File: src/rtl/inert_intf_if.sv
// -----------------------------------------------------------------------------
// inert_intf_if
//   Bundles the gyro-facing signals of inert_intf: the data-ready interrupt,
//   the SPI monarch command/response handshake and the yaw-rate output.
//
//   INT      gyro data-ready interrupt (asynchronous, active-high)
//   wrt      one-cycle request for an SPI transaction
//   cmd      16-bit SPI command word, stable from wrt until done
//   done     one-cycle transaction-complete pulse from the SPI monarch
//   rd_data  16-bit SPI response, valid in the done cycle
//   yaw_rt   signed raw yaw rate
//   vld      one-cycle pulse, new yaw_rt available
//
//   modport master : the inert_intf side (drives wrt/cmd/yaw_rt/vld)
//   modport slave  : the environment side (drives INT/done/rd_data)
// -----------------------------------------------------------------------------
interface inert_intf_if;
  logic               INT;
  logic               wrt;
  logic [15:0]        cmd;
  logic               done;
  logic [15:0]        rd_data;
  logic signed [15:0] yaw_rt;
  logic               vld;

  modport master (
    input  INT,
    input  done,
    input  rd_data,
    output wrt,
    output cmd,
    output yaw_rt,
    output vld
  );

  modport slave (
    output INT,
    output done,
    output rd_data,
    input  wrt,
    input  cmd,
    input  yaw_rt,
    input  vld
  );
endinterface

File: src/rtl/inert_intf.sv
// -----------------------------------------------------------------------------
// inert_intf
//   Gyro front end for the inertial integrator. After reset it waits for the
//   power-up timer to expire, programs the gyro with three configuration
//   writes, then waits for the data-ready interrupt. Each interrupt triggers
//   two SPI reads (yaw low byte, yaw high byte); the assembled signed word is
//   presented on yaw_rt together with a one-cycle vld pulse.
//
// Parameters
//   TMR_BITS   width of the power-up / watchdog timer (2^TMR_BITS cycles)
//
// Ports
//   clk        system clock, rising edge
//   rst        synchronous, active-high reset
//   bus        inert_intf_if.master: INT, wrt, cmd, done, rd_data, yaw_rt, vld
//
// Build option
//   INERT_WDOG_EN  when defined, the timer also runs while waiting for INT;
//                  if it reaches all-ones with no interrupt seen, the gyro is
//                  re-initialised (back to INIT1). When undefined the block
//                  waits for INT indefinitely.
// -----------------------------------------------------------------------------
module inert_intf #(
  parameter int TMR_BITS = 16
) (
  input  logic         clk,
  input  logic         rst,
  inert_intf_if.master bus
);

  localparam logic [15:0] CMD_INIT1 = 16'h0D02;
  localparam logic [15:0] CMD_INIT2 = 16'h1160;
  localparam logic [15:0] CMD_INIT3 = 16'h1440;
  localparam logic [15:0] CMD_RD_L  = 16'hA600;
  localparam logic [15:0] CMD_RD_H  = 16'hA700;

  typedef enum logic [2:0] {
    INIT_WAIT = 3'd0,
    INIT1     = 3'd1,
    INIT2     = 3'd2,
    INIT3     = 3'd3,
    WAIT_INT  = 3'd4,
    RD_L      = 3'd5,
    RD_H      = 3'd6
  } state_t;

  state_t              state;
  state_t              nxt_state;
  logic [TMR_BITS-1:0] tmr;
  logic [TMR_BITS-1:0] nxt_tmr;
  logic                tmr_full;

  logic                int_meta_p0;
  logic                int_sync_p1;

  logic                wrt_q;
  logic [15:0]         cmd_q;
  logic                enter_cmd;
  logic                done_ok;
  logic                cap_lo;
  logic                cap_hi;

  logic [7:0]          lo_byte;
  logic signed [15:0]  yaw_q;
  logic                vld_q;

  // Command word issued on entry to each command state.
  function automatic logic [15:0] cmd_for(input state_t s);
    logic [15:0] c;
    case (s)
      INIT1:   c = CMD_INIT1;
      INIT2:   c = CMD_INIT2;
      INIT3:   c = CMD_INIT3;
      RD_L:    c = CMD_RD_L;
      RD_H:    c = CMD_RD_H;
      default: c = 16'h0000;
    endcase
    return c;
  endfunction

  function automatic logic is_cmd_state(input state_t s);
    return (s == INIT1) || (s == INIT2) || (s == INIT3) ||
           (s == RD_L)  || (s == RD_H);
  endfunction

  // --- Stage p0/p1: two-flop synchronizer for the asynchronous interrupt ---
  always_ff @(posedge clk) begin
    if (rst) begin
      int_meta_p0 <= 1'b0;
      int_sync_p1 <= 1'b0;
    end else begin
      int_meta_p0 <= bus.INT;
      int_sync_p1 <= int_meta_p0;
    end
  end

  assign tmr_full = &tmr;

  // wrt_q marks the first cycle in a command state; a done coincident with
  // it cannot belong to the transaction just requested, so it is dropped.
  assign done_ok = bus.done & ~wrt_q;

  // Next-state and timer logic.
  always_comb begin
    nxt_state = state;
    nxt_tmr   = tmr;
    case (state)
      INIT_WAIT: begin
        if (tmr_full) nxt_state = INIT1;
        else          nxt_tmr   = tmr + 1'b1;
      end
      INIT1:    if (done_ok) nxt_state = INIT2;
      INIT2:    if (done_ok) nxt_state = INIT3;
      INIT3:    if (done_ok) nxt_state = WAIT_INT;
      WAIT_INT: begin
        // The interrupt wins over a simultaneous watchdog expiry.
        if (int_sync_p1) begin
          nxt_state = RD_L;
        end
`ifdef INERT_WDOG_EN
        else if (tmr_full) begin
          nxt_state = INIT1;
        end else begin
          nxt_tmr = tmr + 1'b1;
        end
`endif
      end
      RD_L:     if (done_ok) nxt_state = RD_H;
      RD_H:     if (done_ok) nxt_state = WAIT_INT;
      default:  nxt_state = INIT_WAIT;
    endcase
`ifdef INERT_WDOG_EN
    // Watchdog window restarts every time WAIT_INT is entered.
    if ((nxt_state == WAIT_INT) && (state != WAIT_INT)) begin
      nxt_tmr = '0;
    end
`endif
  end

  // A transaction is requested only on a transition into a command state,
  // so wrt can never re-pulse while a state waits for its done.
  assign enter_cmd = (nxt_state != state) && is_cmd_state(nxt_state);

  assign cap_lo = (state == RD_L) && done_ok;
  assign cap_hi = (state == RD_H) && done_ok;

  // State register and SPI request outputs.
  always_ff @(posedge clk) begin
    if (rst) begin
      state <= INIT_WAIT;
      tmr   <= '0;
      wrt_q <= 1'b0;
      cmd_q <= 16'h0000;
    end else begin
      state <= nxt_state;
      tmr   <= nxt_tmr;
      wrt_q <= enter_cmd;
      if (enter_cmd) cmd_q <= cmd_for(nxt_state);
    end
  end

  // Yaw assembly: the low byte is staged separately so yaw_rt only ever
  // changes as a complete word, in the same edge that raises vld.
  always_ff @(posedge clk) begin
    if (rst) begin
      lo_byte <= 8'h00;
      yaw_q   <= 16'sh0000;
      vld_q   <= 1'b0;
    end else begin
      vld_q <= cap_hi;
      if (cap_lo) lo_byte <= bus.rd_data[7:0];
      if (cap_hi) yaw_q   <= $signed({bus.rd_data[7:0], lo_byte});
    end
  end

  assign bus.wrt    = wrt_q;
  assign bus.cmd    = cmd_q;
  assign bus.yaw_rt = yaw_q;
  assign bus.vld    = vld_q;

endmodule

File: src/flat_wrapper.sv
// flat-port wrapper written by rule: the top's interface ports become plain ports
module inert_intf_flat 
#(
  parameter int TMR_BITS = 16
)
  (clk, rst, bus_INT, bus_done, bus_rd_data, bus_wrt, bus_cmd, bus_yaw_rt, bus_vld);
  inert_intf_if bus_i ();
  input  logic clk;
  input  logic rst;
  input wire logic [$bits(bus_i.INT)-1:0] bus_INT;
  input wire logic [$bits(bus_i.done)-1:0] bus_done;
  input wire logic [$bits(bus_i.rd_data)-1:0] bus_rd_data;
  output wire logic [$bits(bus_i.wrt)-1:0] bus_wrt;
  output wire logic [$bits(bus_i.cmd)-1:0] bus_cmd;
  output wire logic [$bits(bus_i.yaw_rt)-1:0] bus_yaw_rt;
  output wire logic [$bits(bus_i.vld)-1:0] bus_vld;
  assign bus_i.INT = bus_INT;
  assign bus_i.done = bus_done;
  assign bus_i.rd_data = bus_rd_data;
  assign bus_wrt = bus_i.wrt;
  assign bus_cmd = bus_i.cmd;
  assign bus_yaw_rt = bus_i.yaw_rt;
  assign bus_vld = bus_i.vld;
  inert_intf #(.TMR_BITS(TMR_BITS)) u_core (.clk(clk), .rst(rst), .bus(bus_i));
endmodule
File: config.mk
export PLATFORM = sky130hd
export DESIGN_NAME = inert_intf_flat
export DESIGN_NICKNAME = d
export VERILOG_FILES = /design/src/rtl/inert_intf_if.sv /design/src/rtl/inert_intf.sv /design/src/flat_wrapper.sv
export SDC_FILE = /design/constraint.sdc
export NUM_CORES = 1
export LEC_CHECK = 0
export CAP_MARGIN = 20
export CELL_PAD_IN_SITES_DETAIL_PLACEMENT = 0
export CELL_PAD_IN_SITES_GLOBAL_PLACEMENT = 1
export CORE_MARGIN = 2
export CORE_UTILIZATION = 35
export DETAILED_ROUTE_END_ITERATION = 12
export PLACE_DENSITY_LB_ADDON = 0.1
export SLEW_MARGIN = 40
export SYNTH_ARGS = -nofsm -noshare
export SYNTH_HDL_FRONTEND = slang
export SYNTH_SLANG_ARGS = --single-unit
File: constraint.sdc
create_clock -name clk -period 4.47 [get_ports clk]
set_input_delay 0.894 -clock clk [delete_from_list [all_inputs] [get_ports clk]]
set_output_delay 0.894 -clock clk [all_outputs]
set_load 0.05 [all_outputs]
==> run_results.csv, run 1 <==
group,metric,value,unit
placed_design,gp_congestion,0.745,
sta,slew_violations,0,
clocking,clk_pin_slew,0.10,ns
power,power_leakage,0.00106,uW
synth,synth_seq_cells,53,
finish,antennaDiodeCount,0,
sta,period_share,0.547,
critical_path,worstSetupPathType,"primary input to flop",
synth,synthTopCellsByArea,"dfxtp_1 44%, nand2_1 7.4%, a21oi_1 6.8%",
sta,worst_pin_slew,0.771,ns
synth,async_flop_share,0,
worst_hold_path,hold_path_class,"flop to flop",
finish,multi_input_area,1230,sq um
sta,whs,0.450,ns
routing,first_pass_iters,4,
sta,period_minus_slack,2.44,ns
clocking,clkSinkCount,53,
clocking,insertion_delay,0.31,ns
status,outcome,"finished, final reports clean",
sta,rsz0062_at_grt,"no",
routing,antenna_left,0,
synth,synthFlopType,"dfxtp_1",
sta,setup_viol_count_final,0,
global_routing,grt_max_degree,56,
routing,dr_total_vias,1930,
synth,synth_edf_count,0,
synth,syn_area,2430,sq um
floorplan,initial_core_util,0.359,
placed_design,place_hpwl,3430,um
finish,seqCellArea,1060,sq um
routing,vias_per_cell,5.08,
finish,final_nets,320,
floorplan,die_w,87.3,um
global_routing,grt_pass1_wl,8710,um
floorplan,core-area,6760,sq um
synth,synth_top_cell_area_share,0.437,
synth,ys_warn_count,0,
finish,final_util,0.426,
synth,synth.avg_cell_area,8.92,sq um
synth,synth_common_cells,"53 x dfxtp_1, 48 x nand2_1, 33 x a21oi_1",
clocking,cts_root_buf,"clkbuf_8",
power,peakVddDrop,121,uV
clocking,ctsResizeCount,0,
sta,setup_tns,0,ns
critical_path,endpoint_kind,"flop",
floorplan,io_pins,54,
sta,max_slew_margin,0.483,
placed_design,port-buffer-count,39,
floorplan,die_y,87.3,um
finish,drive_gt1_frac,0.0767,
clocking,cts-hold-fix-buffers,0,
finish,fill_cells,703,
floorplan,dieArea,7620,sq um
job,drv_cap,0,
worst_hold_path,hold_path_depth,1,
clocking,cts_tree,"done",
floorplan,rows,30,
synth,yosysUniqueCellTypes,50,
synth,postSynthCellCount,272,
sta,fin_skew,0.00733,ns
power,p_per_area,276,nW/um^2
synth,ys_seq_area_frac,0.437,
clocking,cts.repair_timing.setup_buffer_count,0,
global_routing,antenna_found_initial,0,
critical_path,reg2reg_depth,4,
global_routing,grt_overflow,0,
critical_path,cp_max_fo,8,
global_routing,track_usage,0.143,
global_routing,grt_pass1_vias,1822,
clocking,cts_buffers,5,
power,p_total,795,uW
routing,routed_wl,5220,um
synth,yosysTopAreaCell,"dfxtp_1",
clocking,clockBufferDepth,2,
sta,hold_viol,0,
critical_path,worstPathRequired,4.65,ns
routing,drcViolationCount,0,
finish,area_growth,18.7,%
critical_path,arrival,2.63,ns
synth,synth.most_common_cell,"dfxtp_1",
clocking,cts.htree.levels,2,
sta,max_freq,0.409,GHz
critical_path,crit_path_start_kind,"primary input",
routing,wl_per_cell,13.7,um
routing,first_iter_violations,70,
[metrics by stage]
stage / setup slack, ns / area [sq um] / cells
after floorplan: 2.55 / 2450 / 277
after global placement: 1.68 / 2790 / 372
after detailed placement: 1.68 / 2800 / 372
after CTS: 2.01 / 2880 / 380
after global routing: 1.85 / 2880 / 380
final: 2.03 / 2880 / 380
[power breakdown]
| part | total (uW) | internal, uW | leakage [uW] | switching [uW] |
|---|---|---|---|---|
| sequential | 480 | 475 | 0.000428 | 4.50 |
| clock | 274 | 112 | 0.0000456 | 162 |
| combinational | 41.3 | 14.0 | 0.000587 | 27.3 |
[worst paths after layout]
check,slack [ns],to,start
max,2.03,u_core.lo_byte[0]$_SDFFE_PP0P_,bus_done
min,0.45,u_core.int_sync_p1$_SDFF_PP0_,u_core.int_meta_p0$_SDFF_PP0_
max reg2reg,2.11,u_core.tmr[14]$_SDFFE_PP0P_,u_core.state[0]$_SDFF_PP0_
min reg2reg,0.45,u_core.int_sync_p1$_SDFF_PP0_,u_core.int_meta_p0$_SDFF_PP0_
[cells by family (layout without fill, tap and decap cells)]
family | Yosys count | count (layout) | share of synthesized area
AO/OA/AOI/OAI | 54 | 54 | 0.132
AND/OR/NAND/NOR | 117 | 117 | 0.279
other | 1 | 6 | 0.00154
flip-flops | 53 | 53 | 0.437
adder cells (fa/ha/maj) | 1 | 1 | 0.00515
multiplexers | 17 | 17 | 0.0747
buffers and inverters | 28 | 51 | 0.0665
XOR/XNOR | 1 | 1 | 0.00361
[critical path: stages]
cell	delay (ns)
clkdlybuf4s50_1	0.55
nor2b_1	0.27
nand4b_1	0.53
mux2i_1	0.32
nor2_1	0.05
[state kept, by name, summed over array words and instances (netlist names)]
register            count
u_core.int_sync_p1      1
u_core.int_meta_p0      1
u_core.bus.vld          1
u_core.bus.wrt          1
u_core.state            3
u_core.bus.cmd          6
u_core.bus.yaw_rt      16
u_core.tmr             16
u_core.lo_byte          8
[cell usage in the layout (no fill, tap or decap), types with 2 or more instances in the layout]
cell              n
a21oi_1          33
nor3_1            2
or3_1             3
nand2_1          48
and3_1            2
clkdlybuf4s50_1  38
a31oi_1           2
nor3_4            2
nand4_2           3
dfxtp_1          53
o21ai_0           3
nor4b_2           2
mux2i_1          11
mux2_1            5
conb_1            6
inv_1             3
nor2b_1           8
nand4_1           2
or4_1             3
and4_1            4
nor2_1           17
clkbuf_8          5
nand3_1           9
nand4bb_1         2
o31ai_1           7
[routing by layer]
metal | wire length (um) | track usage | vias to the layer above | share of wire
met5 | 0 | 0 | - | 0
met3 | 161 | 0.0284 | 5 | 0.031
met1 | 2770 | 0.213 | 896 | 0.53
met4 | 57 | 0.0503 | 0 | 0.011
li1 | - | - | 1000 | -
met2 | 2230 | 0.205 | 29 | 0.43
[final cells by class]
| type | instances | share of cell area |
|---|---|---|
| clock inverters | 2 | 0.00478 |
| repair buffers | 40 | 0.136 |
| well taps | 80 | 0.0347 |
| flip-flops and latches | 53 | 0.368 |
| inverters | 3 | 0.00391 |
| clock buffers | 6 | 0.0252 |
| multi-input cells | 196 | 0.427 |
Power figures use the tool's default switching activity.
==> inputs of run 2 (changes only) <==
--- a/config.mk
+++ b/config.mk
@@ -9,7 +9,7 @@
 export CELL_PAD_IN_SITES_DETAIL_PLACEMENT = 0
 export CELL_PAD_IN_SITES_GLOBAL_PLACEMENT = 1
 export CORE_MARGIN = 2
-export CORE_UTILIZATION = 35
+export CORE_UTILIZATION = 34
 export DETAILED_ROUTE_END_ITERATION = 12
 export PLACE_DENSITY_LB_ADDON = 0.1
 export SLEW_MARGIN = 40
==> constraint.sdc (replaced) <==
create_clock -name clk -period 2 [get_ports clk]
set_input_delay 0.4 -clock clk [delete_from_list [all_inputs] [get_ports clk]]
set_output_delay 0.4 -clock clk [all_outputs]
set_load 0.05 [all_outputs]
==> run 2 against run 1 <==
- design area rose by 7.5%
- largest cell class unchanged
- core utilization increased by 2.5 points
- non-clock buffer count up 17
- setup slack got worse by 1.9 ns
- final cell count increased by 8.7%
- sequential cell count unchanged
==> run_results.csv, run 2 (synthesis gave the netlist of run 1 again) <==
group,metric,value,unit
floorplan,die_w,88.5,um
sta,period_share,0.953,
routing,routed_wl,5290,um
clocking,cts_root_buf,"clkbuf_8",
floorplan,io_pins,54,
critical_path,critPathSlowestCell,"clkdlybuf4s50_1",
finish,antennaDiodeCount,0,
placed_design,gp_congestion,0.747,
critical_path,r2r_start,"u_core.tmr[0]$_SDFFE_PP0P_",
sta,hold_viol,0,
global_routing,track_usage,0.146,
finish,area_growth,27.6,%
routing,dr_total_vias,1998,
placed_design,post-place-ws,0.0684,ns
worst_hold_path,hold_path_end,"u_core.bus.vld$_SDFF_PP0_",
worst_hold_path,holdCritStartpoint,"rst",
clocking,cts.htree.levels,2,
job,drv_cap,0,
power,pwr-share-comb,0.054,
power,intPower,1600,uW
routing,top_layer,"met4",
finish,fin_area,3100,sq um
routing,wl_met3,198,um
critical_path,critical_path.top_delay_family,"buffers and inverters",
sta,slew_violations,0,
power,p_seq_frac,0.524,
power,peakVddDrop,274,uV
floorplan,dieArea,7830,sq um
routing,antenna_left,0,
floorplan,die_y,88.5,um
clocking,cts_tree,"done",
critical_path,worstSetupPathType,"flop to output pin",
critical_path,worstPathRequired,1.60,ns
clocking,cts.repair_timing.setup_buffer_count,0,
floorplan,initial_core_util,0.353,
power,p_per_area,656,nW/um^2
placed_design,placed_area,2960,sq um
clocking,cts-hold-fix-buffers,0,
critical_path,arrival,1.51,ns
clocking,clkSinkCount,53,
critical_path,crit_start,"u_core.bus.cmd[11]$_SDFFE_PP0P_",
placed_design,place_hpwl,3660,um
power,power_leakage,0.00119,uW
finish,layout_commonest_cell,"dfxtp_1",
floorplan,core-area,6870,sq um
critical_path,endpoint_kind,"output pin",
routing,drcViolationCount,0,
status,outcome,"finished, final reports clean",
critical_path,reg2reg_depth,5,
worst_hold_path,hold_path_class,"primary input to flop",
sta,period_minus_slack,1.91,ns
power,power_frac_clock,0.421,
sta,max_freq,0.525,GHz
clocking,insertion_delay,0.30,ns
critical_path,cp_max_fo,3,
routing,first_pass_iters,4,
power,p_total,2030,uW
sta,worst_slack,0.0939,ns
routing,wl_met1,2690,um
routing,wl_met2,2350,um
critical_path,path_buf_inv,1,
routing,wl_per_cell,12.8,um
sta,worst_pin_slew,0.511,ns
sta,fin_skew,0.00424,ns
critical_path,crit_path_start_kind,"flop",
finish,final_nets,337,
sta,setup_tns,0,ns
power,sw_frac_of_total,0.213,
critical_path,regToRegSetupSlack,0.23,ns
finish,layout_common_cells,"53 x dfxtp_1, 48 x nand2_1, 37 x clkdlybuf4s50_1",
critical_path,worstReg2RegEnd,"u_core.tmr[14]$_SDFFE_PP0P_",
routing,vias_per_cell,4.84,
worst_hold_path,hold_path_depth,2,
sta,rsz0062_at_grt,"no",
global_routing,grt_pass1_wl,8960,um
critical_path,path_cells,"clkdlybuf4s50_1",
clocking,clockBufferDepth,2,
global_routing,antenna_found_initial,0,
floorplan,rows,30,
power,p_switching,433,uW
clocking,cts_buffers,5,
global_routing,grt_max_degree,36,
placed_design,port-buffer-count,39,
routing,first_iter_violations,67,
global_routing,grt_pass1_vias,1861,
sta,max_slew_margin,0.658,
critical_path,crit_path_max_incr_delay,0.82,ns
sta,setup_viol_count_final,0,
clocking,clk_pin_slew,0.10,ns
finish,drive_gt1_frac,0.129,
global_routing,grt_overflow,0,
==> run 2: repair_timing <==
action	in CTS	in global routing
setup endpoints to repair	0	1
hold endpoints to repair	0	0
gates resized for setup	0	1
==> run 2: worst max path at each step <==
stage                                     end  slack, ns  cells after the start
2_1_floorplan     u_core.tmr[14]$_SDFFE_PP0P_       0.23                      5
3_3_place_gp   u_core.lo_byte[5]$_SDFFE_PP0P_       0.07                      6
3_5_place_dp   u_core.lo_byte[4]$_SDFFE_PP0P_       0.07                      6
4_1_cts                               bus_wrt       0.05                      1
5_1_grt                            bus_cmd[6]       0.04                      1
6_report                           bus_cmd[1]       0.09                      1
==> run 2: through the flow <==
step	hold slack [ns]	instances	utilization
floorplan	0.414	277	-
global placement	0.424	405	0.431
detailed placement	0.425	405	0.431
CTS	0.432	413	0.451
global route	0.457	413	0.451
finish	0.433	413	0.451
==> run 2: layout make-up <==
type	instances	area, sq um
Timing Repair Buffer	57	548
Sequential cell	53	1060
Clock buffer	5	68.8
Tap cell	96	120
Clock inverter	3	65.1
Fill cell	706	3770
Inverter	3	11.3
Multi-Input combinational cell	196	1220
==> run 2: routing by layer <==
layer | global-route usage | up-vias
met5 | 0 | -
met4 | 0.0413 | 0
met3 | 0.0280 | 4
met2 | 0.226 | 38
met1 | 0.208 | 927
li1 | - | 1029
==> run 2: worst register-to-register path: stages (launching register included) <==
cell and delay [ns]:
dfxtp_1 0.36, ha_1 0.19, and3_1 0.24, nand4_2 0.20, nor4b_2 0.34, mux2_1 0.35
==> run 2: power groups by stage <==
stage,registers [uW],logic [uW],clock network [uW]
finish,1070,110,857
global route,1070,121,921
CTS,1070,112,884
detailed placement,1090,111,0
global placement,1090,110,0
floorplan,1090,68.6,0
